==> src/rtl/decode_issue.sv <==
// decode_issue: RV32I decode/issue stage between fetch and the ALU.
// An accepted instruction spends one cycle in READ while the register file
// returns its operands, then sits in VALID with fully decoded, registered
// outputs until the ALU takes it.
//
// Ports:
//   clk, rst              clock, synchronous active-high reset
//   in_valid/in_ready     fetch handshake; in_instr, in_pc carried with it
//   rf_raddr1/2           register-file read addresses (rs1, rs2)
//   rf_rdata1/2           register-file data, one cycle after the address
//   out_valid/out_ready   ALU handshake
//   operation             {instr[30] R, instr[30] SRLI/SRAI, funct3, opcode}
//   opr1, opr2, pc, imm   operands, instruction address, immediate
//   rd, rd_we, illegal    destination, write enable, unknown-opcode flag
module decode_issue #(
  parameter int unsigned XLEN = 32
) (
  input  logic            clk,
  input  logic            rst,
  input  logic            in_valid,
  output logic            in_ready,
  input  logic [31:0]     in_instr,
  input  logic [XLEN-1:0] in_pc,
  output logic [4:0]      rf_raddr1,
  output logic [4:0]      rf_raddr2,
  input  logic [XLEN-1:0] rf_rdata1,
  input  logic [XLEN-1:0] rf_rdata2,
  output logic            out_valid,
  input  logic            out_ready,
  output logic [11:0]     operation,
  output logic [XLEN-1:0] opr1,
  output logic [XLEN-1:0] opr2,
  output logic [XLEN-1:0] pc,
  output logic [XLEN-1:0] imm,
  output logic [4:0]      rd,
  output logic            rd_we,
  output logic            illegal
);

  typedef enum logic [1:0] {StIdle, StRead, StValid} state_e;

  state_e          state_q, state_d;
  logic            accept;
  logic [31:0]     instr_q;
  logic [XLEN-1:0] pc_q;
  logic [4:0]      raddr1_q, raddr2_q;

  // Decoded fields of the latched instruction
  logic [6:0]      opcode;
  logic [2:0]      funct3;
  logic            is_r, is_ialu, is_load, is_store, is_br;
  logic            is_jal, is_jalr, is_lui, is_auipc;
  logic            legal, uses_rs1;
  logic [31:0]     imm32;
  logic [XLEN-1:0] dec_imm, src1, src2, dec_opr1, dec_opr2;
  logic [11:0]     dec_op;
  logic            dec_we;

  assign accept = in_valid && in_ready;

  // The address goes out combinationally in the accept cycle so that a
  // synchronous register file returns data during READ; afterwards the
  // registered copy holds it steady.
  assign rf_raddr1 = accept ? in_instr[19:15] : raddr1_q;
  assign rf_raddr2 = accept ? in_instr[24:20] : raddr2_q;

  // State register
  always_ff @(posedge clk) begin
    if (rst) state_q <= StIdle;
    else     state_q <= state_d;
  end

  // Next-state logic
  always_comb begin
    state_d = state_q;
    unique case (state_q)
      StIdle:  if (accept) state_d = StRead;
      StRead:  state_d = StValid;
      StValid: if (out_ready) state_d = in_valid ? StRead : StIdle;
      default: state_d = StIdle;
    endcase
  end

  // Handshake outputs
  always_comb begin
    in_ready  = (state_q == StIdle) || ((state_q == StValid) && out_ready);
    out_valid = (state_q == StValid);
  end

  // Instruction latch
  always_ff @(posedge clk) begin
    if (rst) begin
      instr_q  <= '0;
      pc_q     <= '0;
      raddr1_q <= '0;
      raddr2_q <= '0;
    end else if (accept) begin
      instr_q  <= in_instr;
      pc_q     <= in_pc;
      raddr1_q <= in_instr[19:15];
      raddr2_q <= in_instr[24:20];
    end
  end

  // Decode
  always_comb begin
    opcode   = instr_q[6:0];
    funct3   = instr_q[14:12];
    is_r     = (opcode == 7'b0110011);
    is_ialu  = (opcode == 7'b0010011);
    is_load  = (opcode == 7'b0000011);
    is_store = (opcode == 7'b0100011);
    is_br    = (opcode == 7'b1100011);
    is_jal   = (opcode == 7'b1101111);
    is_jalr  = (opcode == 7'b1100111);
    is_lui   = (opcode == 7'b0110111);
    is_auipc = (opcode == 7'b0010111);
    legal    = is_r || is_ialu || is_load || is_store || is_br ||
               is_jal || is_jalr || is_lui || is_auipc;
    uses_rs1 = is_r || is_ialu || is_load || is_store || is_br || is_jalr;

    imm32 = '0;
    if (is_ialu || is_load || is_jalr) begin
      imm32 = {{20{instr_q[31]}}, instr_q[31:20]};
    end else if (is_store) begin
      imm32 = {{20{instr_q[31]}}, instr_q[31:25], instr_q[11:7]};
    end else if (is_br) begin
      imm32 = {{19{instr_q[31]}}, instr_q[31], instr_q[7], instr_q[30:25],
               instr_q[11:8], 1'b0};
    end else if (is_lui || is_auipc) begin
      imm32 = {instr_q[31:12], 12'b0};
    end else if (is_jal) begin
      imm32 = {{11{instr_q[31]}}, instr_q[31], instr_q[19:12], instr_q[20],
               instr_q[30:21], 1'b0};
    end
    dec_imm = XLEN'($signed(imm32));

    // x0 reads as zero regardless of what the register file returns
    src1 = (instr_q[19:15] == 5'd0) ? '0 : rf_rdata1;
    src2 = (instr_q[24:20] == 5'd0) ? '0 : rf_rdata2;

    dec_op   = {is_r && instr_q[30],
                is_ialu && (funct3 == 3'b101) && instr_q[30],
                uses_rs1 ? funct3 : 3'b000,
                opcode};
    dec_opr1 = uses_rs1 ? src1 : '0;
    dec_opr2 = (is_r || is_br) ? src2 : dec_imm;  // dec_imm is 0 when illegal
    dec_we   = legal && !is_store && !is_br && (instr_q[11:7] != 5'd0);
  end

  // Output registers, loaded in READ and held through VALID
  always_ff @(posedge clk) begin
    if (rst) begin
      operation <= '0;
      opr1      <= '0;
      opr2      <= '0;
      pc        <= '0;
      imm       <= '0;
      rd        <= '0;
      rd_we     <= 1'b0;
      illegal   <= 1'b0;
    end else if (state_q == StRead) begin
      operation <= dec_op;
      opr1      <= dec_opr1;
      opr2      <= dec_opr2;
      pc        <= pc_q;
      imm       <= dec_imm;
      rd        <= instr_q[11:7];
      rd_we     <= dec_we;
      illegal   <= !legal;
    end
  end

endmodule
==> config.mk <==
export PLATFORM = sky130hd
export DESIGN_NAME = decode_issue
export DESIGN_NICKNAME = d
export VERILOG_FILES = /design/src/rtl/decode_issue.sv
export SDC_FILE = /design/constraint.sdc
export NUM_CORES = 1
export LEC_CHECK = 0
export BUFFER_PORTS_ARGS = -buffer_cell sky130_fd_sc_hd__buf_4
export CAP_MARGIN = 20
export CELL_PAD_IN_SITES_DETAIL_PLACEMENT = 1
export CELL_PAD_IN_SITES_GLOBAL_PLACEMENT = 2
export CORE_UTILIZATION = 28
export CTS_BUF_LIST = sky130_fd_sc_hd__clkbuf_4 sky130_fd_sc_hd__clkbuf_8 sky130_fd_sc_hd__clkbuf_16
export CTS_CLUSTER_DIAMETER = 30
export CTS_CLUSTER_SIZE = 30
export DETAILED_ROUTE_END_ITERATION = 8
export GPL_TIMING_DRIVEN = 0
export HOLD_SLACK_MARGIN = 0.08
export PLACE_DENSITY_LB_ADDON = 0.1
export SYNTH_ARGS = -nofsm -noshare
export SYNTH_HDL_FRONTEND = slang
export SYNTH_SLANG_ARGS = --single-unit
==> constraint.sdc <==
create_clock -name clk -period 2.5 [get_ports clk]
set_input_delay 0.25 -clock clk [delete_from_list [all_inputs] [get_ports clk]]
set_output_delay 0.25 -clock clk [all_outputs]
set_load 0.02 [all_outputs]
==> reports/results.ini <==
[sta]
post-route-period-util=0.9418
skew_ps=26.49
relSlewSlack=0.4037
fin_tns_setup_ps=0
final_max_slew_viol_count=0
period_needed_ps=2354
rsz0062_at_grt=no
finalSetupViolCount=0
timing.final.ws_setup_ps=145.6
worst_pin_slew_ps=890.3
hold_viol=0
fmaxAchievable_ghz=0.4247

[synth]
ys_types=54
synth_edf_count=0
synth-seq-cells=223
syn-instance-count=1026
async_flop_share=0
syn_area_per_cell_um2=8.410
ys_seq_area_frac=0.5174
syn_nets=1158
synth_ff_type=dfxtp_1
yosysWarnings=0
synth_area_mm2=0.008628

[detailed_routing]
via_count=9449
vias_per_cell=4.861
first_pass_iters=4
drt_iter0_markers=454
wirelength_um=37230
ant_nets=0
drc=0
detail_route.wl_per_cell_um=19.15

[placement]
place_congestion=0.8375
place_hpwl_um=26370
port_buffers=289
pre_cts_slack_ps=138.0
dpl-instance-area_mm2=0.01129

[setup_path]
arrival_ps=2100
worst_setup_path_start_kind=flip-flop
path_class=flip-flop to output pin
regToRegStartpoint=state_q[1]$_SDFFE_PP0P_
ff2ff_path_depth=6
r2r_setup_slack_ps=200
r2r_end=imm[6]$_SDFFE_PP0N_
cp.required_ps=2250
path_max_fanout=10
end_kind=output pin

[cells_and_area]
finalNetCount=1638
layout_commonest_cell=buf_4
finalInstanceArea_mm2=0.01474
final_util=0.4920
layout-area-overhead-vs-synth_pct=70.81
drive_gt1_frac=0.2883
layout_common_cells=buf_4, nand2_1, dfxtp_1, a21oi_1, dlygate4sd3_1
antenna_cells=0

[worst_hold_path]
holdPathStages=2
min_from=rst
hold_class=input port to flip-flop
whs_endpoint=opr2[19]$_SDFFE_PP0N_

[power]
switchingPower_w=0.003081
p_int_w=0.009899
switching_share=0.2373
p_comb_frac=0.092
ir_drop_mv=0.5055
leakage_nw=6.182
p_per_area_mw_per_mm2=880.7
p_seq_frac=0.294
clock_power_share=0.614

[floorplanning]
die_w_um=177.5
die-area_mm2=0.03152
rows=63
num_io_pins=291
dieHeight_um=177.5
start_util=0.2881
core_area_mm2=0.02995

[clocking]
clock-sinks=223
htreeDepth=2
clockBufferDepth=3
clk_latency_ps=580
clk_pin_slew_worst_paths_ps=50
cts_tree=yes
cts-root-buf=clkbuf_16
cts_setup_buffers=0
numCtsBuffers=61

[grt]
grt_start_max_net_pins=17
grt-ovfl-total=0
grt_pass1_vias=9885
antenna_found_initial=0
grt_pass1_wl_um=55880
grt_usage=0.2316

[status]
status=finished clean

[job]
drv_cap=0

==> Yosys cell counts (3+ instances only) <==
| master | number | area share |
|---|---|---|
| o21ai_1 | 8 | 0.0046 |
| a221o_1 | 7 | 0.0081 |
| nand3_1 | 33 | 0.019 |
| a32o_1 | 10 | 0.012 |
| nand2_1 | 258 | 0.11 |
| a2111oi_2 | 9 | 0.016 |
| inv_1 | 10 | 0.0044 |
| clkbuf_1 | 53 | 0.023 |
| a211oi_1 | 21 | 0.018 |
| o21ai_0 | 5 | 0.0029 |
| dfxtp_1 | 223 | 0.52 |
| buf_1 | 10 | 0.0044 |
| a21oi_1 | 144 | 0.084 |
| a32oi_1 | 34 | 0.035 |
| buf_6 | 6 | 0.0078 |
| a31oi_1 | 6 | 0.0044 |
| nor3_1 | 17 | 0.0099 |
| and3_1 | 7 | 0.0051 |
| and2_1 | 4 | 0.0029 |
| buf_2 | 19 | 0.011 |
| a21o_1 | 10 | 0.0087 |
| and4_1 | 4 | 0.0041 |
| nand4_1 | 7 | 0.0051 |
| nor2_1 | 82 | 0.036 |
| a22oi_1 | 3 | 0.0026 |
| o22ai_1 | 3 | 0.0022 |
==> cell type report <==
type,count,area [µm²]
Tap cell,390,488.0
Timing Repair Buffer,418,3461
Clock inverter,26,351.6
Inverter,10,37.54
Sequential cell,223,4464
Fill cell,3454,15220
Buffer,88,406.6
Clock buffer,85,1807
Multi-Input combinational cell,704,3722
==> power by group through the flow <==
stage / clock, W / sequential, W / combinational [W]
2_1_floorplan: 0 / 0.00390 / 0.000465
3_3_place_gp: 0 / 0.00387 / 0.00103
3_5_place_dp: 0 / 0.00387 / 0.00104
4_1_cts: 0.00809 / 0.00381 / 0.00121
5_1_grt: 0.00830 / 0.00382 / 0.00130
6_report: 0.00797 / 0.00381 / 0.00120
==> metal layers <==
layer,GRT usage,share of wire
met1,0.2922,0.44
met2,0.3823,0.46
met3,0.04627,0.060
met4,0.09865,0.036
met5,0,0
==> worst max-delay path, stage by stage, from the launching register on <==
cell and delay (ps):
dfxtp_1 350, inv_1 90, o211a_2 350, clkbuf_2 330, nand2_1 170, nand2_1 90
buf_4 140
==> worst max-delay path by stage <==
stage / startpoint / to / slack, ps
global route: state_q[0]$_SDFFE_PP0P_ / rf_raddr2[1] / 9
detailed placement: state_q[1]$_SDFFE_PP0P_ / imm[6]$_SDFFE_PP0N_ / 140
CTS: state_q[1]$_SDFFE_PP0P_ / rf_raddr1[1] / 60
global placement: state_q[1]$_SDFFE_PP0P_ / imm[6]$_SDFFE_PP0N_ / 200
finish: state_q[0]$_SDFFE_PP0P_ / rf_raddr2[1] / 150
floorplan: instr_q[6]$_SDFFE_PP0P_ / opr2[11]$_SDFFE_PP0N_ / 770
==> cells by family after synthesis <==
logic type	after synthesis	synth area share
xor gates and xnor gates	1	0.001886
muxes	1	0.001305
DFF	223	0.5174
AOI/OAI and AO/OA	276	0.2175
buffers and inverters	99	0.05148
and+or+nand+nor	426	0.2104
==> registers in the layout, summed over array words and instances (netlist names) <==
register and flops:
opr2 32, rd_we 1, pc 32, operation 12, raddr1_q 5, state_q 2, raddr2_q 5, pc_q 32
illegal 1, opr1 32, rd 5, instr_q 32, imm 32
==> what timing repair did <==
| action | in CTS | in global routing |
|---|---|---|
| gates resized for setup | 3 | 3 |
| hold buffers | 129 | 0 |
| endpoints found under the hold margin | 139 | 0 |
| endpoints found under the setup margin | 9 | 6 |
==> stage by stage <==
step | total power, W | hold WS (ps) | cells
final | 0.01298 | 224.8 | 1944
after global routing | 0.01342 | 286.1 | 1944
after CTS | 0.01311 | 194.8 | 1944
after detailed placement | 0.004910 | 447.0 | 1705
after global placement | 0.004896 | 438.0 | 1705
after floorplan | 0.004363 | 386.0 | 1026
Note: power is estimated with default switching activity, not from simulation.
